**src/rtl/seq_gen_if.sv**
```systemverilog
// seq_gen_if: frame request / serial output bundle for seq_gen.
//
// Handshake: Load is a request and Ready is the acceptance indication.
// A frame starts on the rising Clk edge where Load=1 and Ready=1. Load
// sampled while Ready=0 is dropped (no queuing). Din is only looked at on
// that accepting edge. X/Busy/Done are Moore outputs of the frame engine.
interface seq_gen_if;
  logic [7:0] Din;
  logic       Load;
  logic       Ready;
  logic       X;
  logic       Busy;
  logic       Done;
  logic [1:0] dbg_state;

  // Frame source side: supplies data and the start request.
  modport master (
    output Din,
    output Load,
    input  Ready,
    input  X,
    input  Busy,
    input  Done,
    input  dbg_state
  );

  // Frame engine side (seq_gen).
  modport slave (
    input  Din,
    input  Load,
    output Ready,
    output X,
    output Busy,
    output Done,
    output dbg_state
  );
endinterface

```
**src/rtl/seq_gen.sv**
```systemverilog
// seq_gen: parallel-to-serial frame generator, MSB first, Moore outputs.
// A captured byte is shifted out on X one bit per cycle, optionally followed
// by an odd-parity bit, then a one-cycle Done pulse before returning to IDLE.
// Optional feature macro: SEQ_GEN_PARITY_EN (adds the PARITY state).
// Clr is a synchronous active-high clear and takes priority over Load.
module seq_gen (
  input  logic     Clk,
  input  logic     Clr,
  seq_gen_if.slave bus
);

  typedef enum logic [1:0] {
    S_IDLE   = 2'd0,
    S_SHIFT  = 2'd1,
`ifdef SEQ_GEN_PARITY_EN
    S_PARITY = 2'd2,
`endif
    S_DONE   = 2'd3
  } state_e;

  // Declaration initialisers give the power-up values, identical to the
  // values applied by Clr.
  state_e     state_q = S_IDLE;
  state_e     state_d;
  logic [7:0] shift_q = 8'h00;
  logic [7:0] shift_d;
  logic [2:0] cnt_q   = 3'd0;
  logic [2:0] cnt_d;
`ifdef SEQ_GEN_PARITY_EN
  logic       par_q   = 1'b0;
  logic       par_d;
`endif

  // Accepting edge: the one the handshake comment in seq_gen_if describes.
  logic accept;
  assign accept = (state_q == S_IDLE) && bus.Load;

  // State and datapath registers; Clr overrides everything, including Load.
  always_ff @(posedge Clk) begin
    if (Clr) begin
      state_q <= S_IDLE;
      shift_q <= 8'h00;
      cnt_q   <= 3'd0;
`ifdef SEQ_GEN_PARITY_EN
      par_q   <= 1'b0;
`endif
    end else begin
      state_q <= state_d;
      shift_q <= shift_d;
      cnt_q   <= cnt_d;
`ifdef SEQ_GEN_PARITY_EN
      par_q   <= par_d;
`endif
    end
  end

  // Next-state logic: the counter reaching 7 marks the last data bit on X.
  always_comb begin
    state_d = state_q;
    case (state_q)
      S_IDLE: begin
        if (accept) state_d = S_SHIFT;
      end
      S_SHIFT: begin
        if (cnt_q == 3'd7) begin
`ifdef SEQ_GEN_PARITY_EN
          state_d = S_PARITY;
`else
          state_d = S_DONE;
`endif
        end
      end
`ifdef SEQ_GEN_PARITY_EN
      S_PARITY: state_d = S_DONE;
`endif
      S_DONE:  state_d = S_IDLE;
      default: state_d = S_IDLE;
    endcase
  end

  // Datapath next values: capture on accept, shift/count while in SHIFT.
  always_comb begin
    shift_d = shift_q;
    cnt_d   = cnt_q;
`ifdef SEQ_GEN_PARITY_EN
    par_d   = par_q;
`endif
    if (accept) begin
      shift_d = bus.Din;
      cnt_d   = 3'd0;
`ifdef SEQ_GEN_PARITY_EN
      par_d   = 1'b0;
`endif
    end else if (state_q == S_SHIFT) begin
      shift_d = {shift_q[6:0], 1'b0};
      cnt_d   = cnt_q + 3'd1;
`ifdef SEQ_GEN_PARITY_EN
      // Accumulate the XOR of each bit as it leaves on X.
      par_d   = par_q ^ shift_q[7];
`endif
    end
  end

  // Moore output decode from registered state and shift data only.
  always_comb begin
    bus.Ready     = 1'b0;
    bus.Busy      = 1'b0;
    bus.Done      = 1'b0;
    bus.X         = 1'b0;
    bus.dbg_state = state_q;
    case (state_q)
      S_IDLE: begin
        bus.Ready = 1'b1;
      end
      S_SHIFT: begin
        bus.Busy = 1'b1;
        bus.X    = shift_q[7];
      end
`ifdef SEQ_GEN_PARITY_EN
      S_PARITY: begin
        bus.Busy = 1'b1;
        bus.X    = ~par_q;
      end
`endif
      S_DONE: begin
        bus.Done = 1'b1;
      end
      default: begin
        bus.Ready = 1'b0;
      end
    endcase
  end

endmodule

```
**src/flat_wrapper.sv**
```systemverilog
// flat-port wrapper written by rule: the top's interface ports become plain ports
module seq_gen_flat 
  (Clk, Clr, bus_Din, bus_Load, bus_Ready, bus_X, bus_Busy, bus_Done, bus_dbg_state);
  seq_gen_if bus_i ();
  input  logic Clk;
  input  logic Clr;
  input wire logic [$bits(bus_i.Din)-1:0] bus_Din;
  input wire logic [$bits(bus_i.Load)-1:0] bus_Load;
  output wire logic [$bits(bus_i.Ready)-1:0] bus_Ready;
  output wire logic [$bits(bus_i.X)-1:0] bus_X;
  output wire logic [$bits(bus_i.Busy)-1:0] bus_Busy;
  output wire logic [$bits(bus_i.Done)-1:0] bus_Done;
  output wire logic [$bits(bus_i.dbg_state)-1:0] bus_dbg_state;
  assign bus_i.Din = bus_Din;
  assign bus_i.Load = bus_Load;
  assign bus_Ready = bus_i.Ready;
  assign bus_X = bus_i.X;
  assign bus_Busy = bus_i.Busy;
  assign bus_Done = bus_i.Done;
  assign bus_dbg_state = bus_i.dbg_state;
  seq_gen u_core (.Clk(Clk), .Clr(Clr), .bus(bus_i));
endmodule
```
**config.mk**
```make
export PLATFORM = sky130hd
export DESIGN_NAME = seq_gen_flat
export DESIGN_NICKNAME = d
export VERILOG_FILES = /design/src/rtl/seq_gen_if.sv /design/src/rtl/seq_gen.sv /design/src/flat_wrapper.sv
export SDC_FILE = /design/constraint.sdc
export NUM_CORES = 1
export LEC_CHECK = 0
export CAP_MARGIN = 20
export CORE_UTILIZATION = 30
export CTS_BUF_LIST = sky130_fd_sc_hd__clkbuf_4 sky130_fd_sc_hd__clkbuf_8
export CTS_CLUSTER_SIZE = 24
export DETAILED_ROUTE_END_ITERATION = 10
export GPL_TIMING_DRIVEN = 0
export PLACE_DENSITY_LB_ADDON = 0.3
export SYNTH_ARGS = -nofsm -noshare
export SYNTH_HDL_FRONTEND = slang
export SYNTH_SLANG_ARGS = --single-unit
```
**constraint.sdc**
```tcl
create_clock -name Clk -period 1.4 [get_ports Clk]
set_input_delay 0.28 -clock Clk [delete_from_list [all_inputs] [get_ports Clk]]
set_output_delay 0.28 -clock Clk [all_outputs]
set_load 0.03 [all_outputs]
```
==> metrics.md <==
| Metric | Value |
|---|---|
| Dpl cell area | 778 um2 |
| CP endpoint kind | output port |
| Worst-margin pin slew | 0.433 ns |
| Setup-failing EPs final | 0 |
| Gpl congestion | about 0.75 |
| Clock Tree Buf Depth | 2 |
| Critical-path top delay cell | dfxtp_4 |
| Commonest non-fill, non-tap cells in the layout | dfxtp_1 (11), clkdlybuf4s50_1 (10), o22ai_1 (6), nor2_1 (6) |
| Area grow syn2layout | 43.4% |
| Final Hold Vio Count | 0 |
| DRC Markers | 0 |
| Mapped Area | about 580 um2 |
| CP Max Fanout | 6 |
| Clk pin slew, worst setup/hold paths | 0.07 ns |
| Final ANT Viol Nets | 0 |
| Fmax | 724 MHz |
| Synth top area share | 44.9% |
| Die height | between 40 and 50 um |
| Initial antenna violation count | 0 |
| WL per Instance | roughly 11 um |
| Fraction of layout cells with a size suffix above 1 | 23.0% |
| Root Buffer | clkbuf_4 |
| Finished Layout Cells | 112 |
| Die Wd | 45.9 um |
| Post-synthesis sequential area ratio | 44.9% |
| Nets@finish | 101 |
| Fillers | approximately 180 |
| Worst path required time | ~1.1 ns |
| Initial DRC count | 7 |
| Die Area | roughly 2100 um2 |
| Ys Warns | 0 |
| Commonest non-fill, non-tap cell in the layout | dfxtp_1 |
| Worst-Skew Late Latency | approximately 0.27 ns |
| Avg Inst Size Synth | about 9.2 um2 |
| Sw power | 205 uW |
| Hold_buf cts | 0 |
| Finished Cell Area | slightly above 800 um2 |
| I/O pin cnt | 17 |
| Initial core utilization | 32.8% |
| Max-slew violations | 0 |
| Area of the multi-input gates | 292 um2 |
| Core area | 1760 um2 |
| H-Tree Depth | 1 |
| RSZ-0062 raised after global routing | yes |
| Period minus WS final | 1.38 ns |
| Net Count, Synth | 76 |
| CTS tree | done |
| Grt ovf | 0 |
| Internal power | around 600 uW |
| Register cell area after layout | about 270 um2 |
| Pin count of the biggest net entering global routing | 11 |
| Cells after Synth | 63 |
| Vias | 530 |
| Post-Place Worst Slack | -0.315 ns |
| Final WL | roughly 1200 um |
| Arr. time, crit path | 1.10 ns |
| Rel. slew slack | 71.2% |
| Flops & latches, synth | 13 |
| Number of global-route vias before repair | 422 |
| Post-synth cell types | 21 |
| Maxcap violations | 0 |
| FP Rows | 15 |
| Pleak | 0.000338 uW |
| Vias per cell | 4.73 |
| Largest area contributor in the netlist | dfxtp_1 |
| Combinational share of power | 18.3% |
| Startpoint types | flop |
| CTS Buf Count | 3 |
| Max stage delay on crit path | 0.37 ns |
| Tcrit/Tclk final | 98.7% |
| Post-DP HPWL | 898 um |
| Diode count | 0 |
| Worst hold path class | reg -> reg |
| Switching Share | 25.4% |
| Fin worst setup slack | 0.0186 ns |
| Crit-path cells | nand2b_4, inv_6, and2_4, buf_6 |
| Max IR drop VDD | approximately 320 uV |
| Clock share of power | 30.3% |
| Status | completed |
| Synth area leaders | dfxtp_1 (45%), a211oi_1 (6.5%), o22ai_1 (6.5%) |
| Post-Place Cells | 104 |
| Clock Skews | 0.00129 ns |
| Clk sinks | 13 |
| DRT Pass-1 Iters | 4 |
| Sequential power share | 51.4% |
| Pwr/cell area | ~970 nW/um2 |
| First-pass GRT wire length | 1790 um |
| WS Path Type | reg -> out |
| Number of port buffers | 16 |
| GRT Total Usage | 12.1% |
## cell type report
type,instances,share of cell area [%]
multi-input cells,42,35.1
inverters,6,3.31
flip-flops and latches,13,32.2
well taps,25,3.77
clock buffers,4,3.61
repair buffers,20,20.9
plain buffers,2,1.05
## worst max-delay path: cells and delay by family (launching register included)
kind                   cells  cell delay [ns]
and+or+nand+nor            2             0.29
buffers and inverters      2             0.18
DFF                        1             0.37
## repair_timing
| item | 4_1_cts | 5_1_grt |
|---|---|---|
| buffers inserted | 0 | 4 |
| pin swaps | 1 | 0 |
| setup endpoints to repair | 6 | 5 |
| gates resized for setup | 28 | 1 |
## metrics by stage
step / utilization [%] / hold WS, ns / setup TNS [ns] / power [uW]
5_1_grt: 47.1 / 0.498 / -0.0336 / 848
4_1_cts: 45.4 / 0.479 / -0.0695 / 807
2_1_floorplan: - / 0.444 / 0 / 504
3_3_place_gp: 44.1 / 0.463 / -1.78 / 564
3_5_place_dp: 44.1 / 0.466 / -1.76 / 565
6_report: 47.1 / 0.475 / 0 / 804
## power by group through the flow
stage | combinational, uW | clock [uW] | sequential, uW
floorplan | 81.0 | 0 | 423
global placement | 140 | 0 | 423
detailed placement | 141 | 0 | 424
CTS | 140 | 253 | 413
global route | 160 | 271 | 417
finish | 147 | 244 | 413
## final timing paths
check                                        from                             end  slack [ns]  cells after the start
max reg2reg  u_core.bus.dbg_state[1]$_SDFFE_PP0P_  u_core.shift_q[3]$_SDFFE_PP0P_        0.21                      4
min reg2reg          u_core.cnt_q[0]$_SDFFE_PP0P_    u_core.cnt_q[0]$_SDFFE_PP0P_        0.47                      1
max          u_core.bus.dbg_state[1]$_SDFFE_PP0P_                           bus_X        0.02                      4
min                  u_core.cnt_q[0]$_SDFFE_PP0P_    u_core.cnt_q[0]$_SDFFE_PP0P_        0.47                      1
## cell usage after synthesis
cell      instances
and2_2            1
o21ai_0           2
a22oi_1           2
nand2_1           2
nand2b_1          1
buf_2             1
nor2_1            8
a21oi_1           4
o221a_1           3
dfxtp_1          13
a211oi_1          5
or3b_1            2
nand2b_4          1
nor3b_1           1
clkbuf_1          1
inv_4             1
o21bai_1          1
a32oi_1           1
o22ai_1           6
ha_1              2
inv_1             5
## logic make-up after synthesis
group	synth area share [%]
AND/OR/NAND/NOR	15.6
adder cells (fa/ha/maj)	4.32
flip-flops	44.9
AO/OA/AOI/OAI	29.4
buffers and inverters	5.83
## sequential cells by signal, indices dropped and copies added (netlist names)
register	flops
u_core.cnt_q	3
u_core.shift_q	8
u_core.bus.dbg_state	2
## layer usage
| layer | vias to the layer above | routed length [um] | part of all wire, % | GRT usage [%] |
|---|---|---|---|---|
| li1 | 282 | - | - | - |
| met3 | 0 | 57 | 4.6 | 3.57 |
| met4 | 0 | 0 | 0 | 7.06 |
| met5 | - | 0 | 0 | 0 |
| met1 | 236 | 634 | 51 | 16.4 |
| met2 | 12 | 555 | 45 | 16.6 |
No activity file was read; power rests on OpenSTA's default activity.
==> variant: new RTL, same flow settings <==
Build with the macro `SEQ_GEN_PARITY_EN` defined.
--- a/src/rtl/seq_gen.sv
+++ b/src/rtl/seq_gen.sv
@@ -5,2 +5,4 @@
 // Clr is a synchronous active-high clear and takes priority over Load.
+`define SEQ_GEN_PARITY_EN
+
 module seq_gen (
Check against the original RTL: not equivalent (a bounded check fails within 10 cycles, from zero or initial values).
==> variant against the original RTL <==
- the flow now finishes with violations (negative setup slack)
- highest routed layer is now met4
- design area grew 39%
- count of clock-buffer cells in the layout is the same
- critical endpoint unchanged
- critical path type unchanged
- sequential cell count grew 1
- area after synthesis grew 23%
- critical path depth is the same
- worst setup slack lost 0.22 ns
- routed wire length grew 32%
Power is not compared: it rests on default switching activity, and its combinational part moved more than twofold at a synthesized area within 25%.
==> variant: results (changes against the original RTL) <==
clock_skew_ns: 0.0104  # was 0.00129 ns
placed_cells: 125  # was 104
r2r_slack_ns: 0.02  # was 0.21 ns
fin_cells: 137  # was 112
grt_pass1_wl_microns: 2510  # was 1790 microns
drive_gt1_frac: 0.367  # was 0.230
status: "finished, violations left"  # was completed
wire_per_inst_microns: 12.0  # was 11.1 microns
port_buffers: 16  # unchanged
crit_path_max_incr_delay_ns: 0.41  # was 0.37 ns
maxSlewHeadroom: 0.668  # was 0.712
grt_pass1_vias: 588  # was 422
clkSlewWorstSetupHoldPaths_ns: 0.09  # was 0.07 ns
preCtsSetupSlack_ns: -0.575  # was -0.315 ns
syn-num-nets: 100  # was 76
final.setup.tns_ns: -0.436  # was 0 ns
fillers: 204  # was 178
netlist_top_cells_count: "dfxtp_1, nor2_1, a21oi_1, ha_1"  # was dfxtp_1, nor2_1, o22ai_1, a211oi_1, inv_1
via_per_inst: 4.94  # was 4.73
dpl.hpwl_microns: 1080  # was 898 microns
top_register: "u_core.shift_q"  # unchanged
grt_util_all_layers: 0.133  # was 0.121
setup_slack_ns: -0.200  # was 0.0186 ns
arrival_ns: 1.32  # was 1.10 ns
failed_checks: "negative setup slack"
yosysSeqAreaShare: 0.392  # was 0.449
synth_cell_type_count: 25  # was 21
setup_viol: 4  # was 0
worstPathMaxFanout: 4  # was 6
r2r-end: "u_core.bus.dbg_state[1]"  # was u_core.shift_q[3]
drt_iter0_drc: 11  # was 7
synthCells: 81  # was 63
==> variant: cell families after synthesis <==
| family | after synthesis | synth area share |
|---|---|---|
| and+or+nand+nor | 28 | 0.189 |
| AOI/OAI and AO/OA | 22 | 0.198 |
| DFF | 14 | 0.392 |
| adders and majority gates | 8 | 0.140 |
| buffers and inverters | 5 | 0.0280 |
| xor gates and xnor gates | 2 | 0.0245 |
| muxes | 2 | 0.0280 |
==> variant: how the worst min path moves through the flow <==
stage,startpoint,endpoint,slack [ns],depth (start not counted)
CTS,u_core.shift_q[0],u_core.shift_q[0],0.46,2
global route,u_core.shift_q[0],u_core.shift_q[0],0.48,2
finish,u_core.shift_q[0],u_core.shift_q[0],0.46,2
detailed placement,u_core.shift_q[0],u_core.shift_q[0],0.45,2
floorplan,u_core.shift_q[0],u_core.shift_q[0],0.43,2
global placement,u_core.shift_q[0],u_core.shift_q[0],0.45,2
==> variant: timing repair <==
item / CTS / global route
setup buffers: 1 / 7
gates cloned: 0 / 0
pin swaps: 1 / 8
setup endpoints to repair: 11 / 12
gates resized for setup: 35 / 27
==> variant: per-layer routing <==
layer / track usage / vias to the layer above / wire length [microns]
met4: 0.0278 / 0 / 23
met2: 0.220 / 15 / 738
met3: 0.0455 / 4 / 67
met5: 0 / - / 0
met1: 0.165 / 313 / 811
li1: - / 345 / -
==> variant: area by class of cell <==
cell class	count	area (sq um)	share of cell area
buffer	3	22.5	0.0196
clock buffer	4	30.0	0.0261
inverter	2	17.5	0.0152
multi-input combinational	62	533	0.463
sequential	14	288	0.250
tap	28	35.0	0.0304
timing repair buffer	24	225	0.196
==> variant: worst reg2reg max path, cell delays in order, from the launching register on <==
cell     delay [ns]
dfxtp_4        0.38
buf_4          0.15
ha_4           0.17
nor2b_4        0.14
or3b_1         0.36
a21oi_2        0.11
